===== config.mk =====
export PLATFORM = sky130hd
export DESIGN_NAME = frog_input_ctrl
export DESIGN_NICKNAME = d
export VERILOG_FILES = /design/src/rtl/frogger_pkg.sv /design/src/rtl/frame_tick_sync.sv /design/src/rtl/frog_input_ctrl.sv
export SDC_FILE = /design/constraint.sdc
export NUM_CORES = 1
export LEC_CHECK = 0
export CORE_MARGIN = 2
export CORE_UTILIZATION = 45
export DETAILED_ROUTE_END_ITERATION = 12
export GPL_TIMING_DRIVEN = 0
export HOLD_SLACK_MARGIN = 0.05
export PLACE_DENSITY_LB_ADDON = 0.12
export RECOVER_POWER = 25
export SETUP_SLACK_MARGIN = 0.4
export SLEW_MARGIN = 20
export SYNTH_ARGS = -nofsm -noshare
export SYNTH_HDL_FRONTEND = slang
export SYNTH_SLANG_ARGS = --single-unit

===== constraint.sdc =====
create_clock -name Clk -period 2.7 [get_ports Clk]
set_input_delay 0.81 -clock Clk [delete_from_list [all_inputs] [get_ports Clk]]
set_output_delay 0.81 -clock Clk [all_outputs]
set_load 0.03 [all_outputs]

===== src/rtl/frogger_pkg.sv =====
// Shared Frogger types: move directions, arrow keycodes and repeat-FSM states.
// Also holds the arrow decode used by the input controller.
package frogger_pkg;

  typedef enum logic [1:0] {DIR_UP, DIR_DOWN, DIR_LEFT, DIR_RIGHT} dir_e;

  typedef enum logic [1:0] {IDLE, DELAY, REPEAT} state_e;

  localparam logic [15:0] KC_UP    = 16'h0052;
  localparam logic [15:0] KC_DOWN  = 16'h0051;
  localparam logic [15:0] KC_LEFT  = 16'h0050;
  localparam logic [15:0] KC_RIGHT = 16'h004F;

  typedef struct packed {
    logic valid;
    dir_e dir;
  } arrow_t;

  function automatic arrow_t decode_arrow(input logic [15:0] kc);
    arrow_t a;
    a.valid = 1'b1;
    a.dir   = DIR_UP;
    case (kc)
      KC_UP:    a.dir = DIR_UP;
      KC_DOWN:  a.dir = DIR_DOWN;
      KC_LEFT:  a.dir = DIR_LEFT;
      KC_RIGHT: a.dir = DIR_RIGHT;
      default:  a.valid = 1'b0;
    endcase
    return a;
  endfunction

  function automatic logic [3:0] dir_onehot(input dir_e d);
    return 4'b0001 << d;
  endfunction

endpackage


===== src/rtl/frame_tick_sync.sv =====
// Brings an asynchronous level (e.g. VGA vsync) into the Clk domain and
// emits a one-cycle registered tick on each rising edge.
module frame_tick_sync (
  input  logic Clk,
  input  logic Reset,
  input  logic async_in,
  output logic tick
);

  logic [1:0] sync;
  logic       prev;

  always_ff @(posedge Clk or posedge Reset) begin
    if (Reset) begin
      sync <= '0;
      prev <= 1'b0;
      tick <= 1'b0;
    end else begin
      // NOTE: non-blocking so each stage samples its neighbour's pre-edge value.
      sync <= {sync[0], async_in};
      prev <= sync[1];
      tick <= sync[1] & ~prev;
    end
  end

endmodule


===== src/rtl/frog_input_ctrl.sv =====
// Keyboard-to-frog control: sticky frog selection plus frame-synchronised
// arrow moves with delay/rate auto-repeat and a game-over freeze.
module frog_input_ctrl
  import frogger_pkg::*;
#(
  parameter int          NUM_FROGS    = 3,
  parameter logic [15:0] SEL_KEY_BASE = 16'h0059,
  parameter int          REPEAT_DELAY = 20,
  parameter int          REPEAT_RATE  = 6
) (
  input  logic                 Clk,
  input  logic                 Reset,
  input  logic [15:0]          keycode,
  input  logic                 frame_clk,
  input  logic                 freeze,
  output logic [NUM_FROGS-1:0] active_onehot,
  output logic [2:0]           active_idx,
  output logic                 active_valid,
  output logic                 move_strobe,
  output logic [1:0]           move_dir,
  output logic [3:0]           move_level
);

  if (NUM_FROGS < 1 || NUM_FROGS > 8 || REPEAT_DELAY < 1 || REPEAT_DELAY > 63 ||
      REPEAT_RATE < 1 || REPEAT_RATE > 63) begin : g_bad_params
    $error("frog_input_ctrl: parameter out of range");
  end

  localparam logic [5:0] DELAY_LOAD = 6'(REPEAT_DELAY - 1);
  localparam logic [5:0] RATE_LOAD  = 6'(REPEAT_RATE - 1);

  logic frame_tick;

  frame_tick_sync u_frame_sync (
    .Clk      (Clk),
    .Reset    (Reset),
    .async_in (frame_clk),
    .tick     (frame_tick)
  );

  arrow_t arrow;
  assign arrow = decode_arrow(keycode);

  // Offset wraps for keycodes below the base, so one unsigned compare covers both bounds.
  logic [15:0] sel_offset;
  logic        sel_hit;
  logic [2:0]  sel_idx;
  logic        sel_change;

  assign sel_offset = keycode - SEL_KEY_BASE;
  assign sel_hit    = sel_offset < 16'(NUM_FROGS);
  assign sel_idx    = sel_offset[2:0];
  assign sel_change = sel_hit && (!active_valid || sel_idx != active_idx);

  always_ff @(posedge Clk or posedge Reset) begin
    if (Reset) begin
      active_onehot <= '0;
      active_idx    <= '0;
      active_valid  <= 1'b0;
    end else if (sel_change) begin
      active_onehot <= NUM_FROGS'(1) << sel_idx;
      active_idx    <= sel_idx;
      active_valid  <= 1'b1;
    end
  end

  state_e     state, state_n;
  logic [5:0] cnt, cnt_n;
  logic       emit;
  dir_e       dir_q;

  always_comb begin
    // NOTE: every output of this block gets a default first, so no path infers a latch.
    state_n = state;
    cnt_n   = cnt;
    emit    = 1'b0;
    if (sel_change || freeze || !active_valid) begin
      state_n = IDLE;
      cnt_n   = '0;
    end else if (frame_tick) begin
      unique case (state)
        IDLE: begin
          if (arrow.valid) begin
            emit    = 1'b1;
            cnt_n   = DELAY_LOAD;
            state_n = DELAY;
          end
        end
        DELAY, REPEAT: begin
          if (!arrow.valid) begin
            state_n = IDLE;
            cnt_n   = '0;
          end else if (arrow.dir != dir_q) begin
            emit    = 1'b1;
            cnt_n   = DELAY_LOAD;
            state_n = DELAY;
          end else if (cnt == '0) begin
            emit    = 1'b1;
            cnt_n   = RATE_LOAD;
            state_n = REPEAT;
          end else begin
            cnt_n = cnt - 6'd1;
          end
        end
        default: state_n = IDLE;
      endcase
    end
  end

  always_ff @(posedge Clk or posedge Reset) begin
    if (Reset) begin
      state       <= IDLE;
      cnt         <= '0;
      move_strobe <= 1'b0;
      dir_q       <= DIR_UP;
      move_level  <= '0;
    end else begin
      state       <= state_n;
      cnt         <= cnt_n;
      move_strobe <= emit;
      if (emit) begin
        dir_q      <= arrow.dir;
        move_level <= dir_onehot(arrow.dir);
      end else if (frame_tick) begin
        move_level <= '0;
      end
    end
  end

  assign move_dir = dir_q;

endmodule


==> impl_metrics.json <==
{
  "worst-r2r-cell-count": 7,
  "hold-path-cell-count": 0,
  "first_iter_violations": 143,
  "min_path_type": "flop to flop",
  "die_area_mm2": 0.00463,
  "ys.flop_type": "dfrtp_1",
  "ios": 34,
  "synth_common_cells": "26 x dfrtp_1, 15 x inv_1, 13 x nor2_1",
  "status": "finished, final reports clean",
  "dp_cells": 275,
  "cts-root-buf": "clkbuf_8",
  "rsz0062_at_grt": "true",
  "met1_usage_pct": 31.5,
  "busiest_layer": "met2",
  "p_per_area_mw_per_mm2": 307,
  "timing.rr.end": "move_dir[0]$_DFFE_PP0P_",
  "synth_compound_area_share_pct": 18.8,
  "wl_per_cell_um": 18.1,
  "synth.most_common_cell": "dfrtp_1",
  "tightest_slew_ps": 942,
  "crit_type": "input port to flop",
  "route.detailed.drc": 0,
  "syn_to_final_growth_pct": 55.7,
  "wirelength_mm": 5.65,
  "grt.overflow.total": 0,
  "r2r_setup_slack_ps": 470,
  "antenna_found_initial": 0,
  "period_needed_ps": 2630,
  "skew_ps": 3.42,
  "track_usage_pct": 25.1,
  "vias": 1830,
  "arrival_ps": 2790,
  "synth.area.top_cells": "dfrtp_1 35%, ha_1 6.1%, inv_1 3.1%",
  "p_leak_nw": 1.22,
  "grt_pass1_vias": 1842,
  "synth_nets": 222,
  "setup_tns_ps": 0,
  "vias_per_cell": 5.87,
  "syn_area_mm2": 0.00185,
  "gp_congestion": 0.857,
  "ctsHoldBuffers": 0,
  "dr.pass1.iters": 4,
  "slew_violations": 0,
  "min-delay-start": "u_frame_sync.sync[0]$_DFF_PP0_",
  "ys_seq_area_share_pct": 35.3,
  "hold_violations": 0,
  "io_buffers": 32,
  "grt_use_met3_pct": 3.78,
  "syn_area_per_cell_um2": 9.56,
  "clkTransAtPathRegs_ps": 100,
  "grt_max_degree": 27,
  "n_antenna_cell": 0,
  "crit_fanout": 6,
  "holdPathEnd": "u_frame_sync.sync[1]$_DFF_PP0_",
  "synth.distinct_cells": 61,
  "final_antenna_net_count": 0,
  "rows": 23,
  "start_util_pct": 46.5,
  "cts_max_level": 1,
  "synth_fa_ha_area_share_pct": 6.10,
  "r2r-start": "state[0]$_DFFE_PP0P_",
  "synth_top_area_share_pct": 35.3,
  "setup_violations": 0,
  "crit_required_ps": 2870,
  "drive_above_1_share_pct": 38.2,
  "clockBufferDepth": 2,
  "synth_top_family_by_area": "simple AND/OR/NAND/NOR gates",
  "postSynth.asyncResetShare_pct": 100,
  "cts_buffers": 3,
  "die_h_um": 68.0,
  "yosys.area.top_type": "dfrtp_1",
  "synth-simple-area-share_pct": 28.5,
  "synth_edf_count": 0,
  "die_x_um": 68.0,
  "ys_seq_elements": 26,
  "cts_tree": "yes",
  "worst_setup_path_end_kind": "flop",
  "irDropWorstVdd_v": 0.000199,
  "syn_inst": 193,
  "cts_sinks": 26,
  "start_kind": "input port",
  "dp_hpwl_mm": 3.43,
  "max_freq_mhz": 381,
  "final_nets": 292,
  "fin_crit_sh_pct": 97.2,
  "slew_headroom_pct": 36.8,
  "finalNonFillerCells": 312,
  "maxCapViolCount": 0,
  "grt_pass1_wl_mm": 8.73,
  "worstSkewPairLatency_ps": 270,
  "use_met2_pct": 43.1,
  "core_area_mm2": 0.00397,
  "ys_warn_count": 0,
  "synth_xor_area_share_pct": 3.32,
  "synthMuxAreaShare_pct": 3.59
}
-- stage by stage --
step                      hold WS, ps  worst slack, ps  util (%)  total power, W  cell area, um^2
after detailed placement          346            -1170      59.3        0.000528             2360
final                             375             74.9      72.3        0.000883             2870
after global routing              400             25.5      72.3        0.000917             2870
after floorplan                   331             57.3         -        0.000468             1970
after CTS                         376              117      70.5        0.000875             2800
after global placement            346            -1060      59.3        0.000523             2360
-- per-layer routing --
metal / wire [um] / up-vias
li1: - / 850
met1: 2410 / 887
met2: 2880 / 65
met3: 197 / 28
met4: 168 / 0
met5: 0 / -
-- area by class of cell --
class,count,area (um^2)
fillers,268,1100
flip-flops and latches,26,651
plain buffers,4,38.8
inverters,16,80.1
clock buffers,3,41.3
repair buffers,65,589
well taps,50,62.6
multi-input cells,147,1380
clock inverters,1,30.0
-- state kept, by name, indices dropped and copies added (netlist names) --
| register | cells |
|---|---|
| move_strobe | 1 |
| active_idx | 3 |
| u_frame_sync.tick | 1 |
| state | 2 |
| move_dir | 2 |
| u_frame_sync.prev | 1 |
| move_level | 4 |
| cnt | 6 |
| active_onehot | 3 |
| u_frame_sync.sync | 2 |
| active_valid | 1 |
-- logic make-up after synthesis --
kind of cell | after synthesis
adders and majority gates | 9
DFF | 26
muxes | 6
buffers and inverters | 20
AOI/OAI and AO/OA | 46
xor gates and xnor gates | 7
and+or+nand+nor | 79
-- worst max path at each step --
stage	from	end	slack [ps]	cells past startpoint
after floorplan	keycode[1]	active_onehot[0]$_DFFE_PP0P_	60	9
after global placement	keycode[0]	active_idx[1]$_DFFE_PP0P_	-1060	11
after detailed placement	keycode[0]	active_idx[1]$_DFFE_PP0P_	-1170	11
after CTS	keycode[1]	active_onehot[0]$_DFFE_PP0P_	120	11
after global routing	keycode[0]	active_onehot[0]$_DFFE_PP0P_	30	11
final	keycode[0]	move_dir[0]$_DFFE_PP0P_	70	9
-- power by group --
part           internal [W]  total [W]  switching [W]
logic             0.0000730   0.000158      0.0000853
clock network      0.000199   0.000331       0.000132
registers          0.000392   0.000394     0.00000124
total              0.000664   0.000883       0.000219
-- critical path: stages --
cell,delay [ps]
buf_12,120
ha_4,140
and4b_2,280
a21oi_4,180
nand4b_1,200
o311ai_4,130
a2111o_1,470
buf_4,160
mux2_4,290
-- cell usage in the layout, fill, tap and decap left out, drive strengths merged, types with 3 or more instances in the layout --
master         instances
a211oi                 6
a21o                   3
a21oi                  4
a22oi                  4
a31oi                  4
buf                   45
clkbuf                 6
clkdlybuf4s50         14
dfrtp                 26
ha                     9
inv                   15
mux2                   5
nand2                 11
nand2b                 6
nand3                  3
nand4                  6
nor2                  13
nor2b                  7
nor3                  11
nor3b                  3
nor4                   3
nor4b                  3
o21ai                  8
o22ai                  3
or3                    3
xnor2                  5
-- timing repair --
action | in CTS | in global routing
pin swaps | 22 | 9
resized for setup | 93 | 11
setup buffers | 26 | 6
gates cloned | 1 | 0
setup endpoints to repair | 22 | 23
Note: power is estimated with default switching activity, not from simulation.
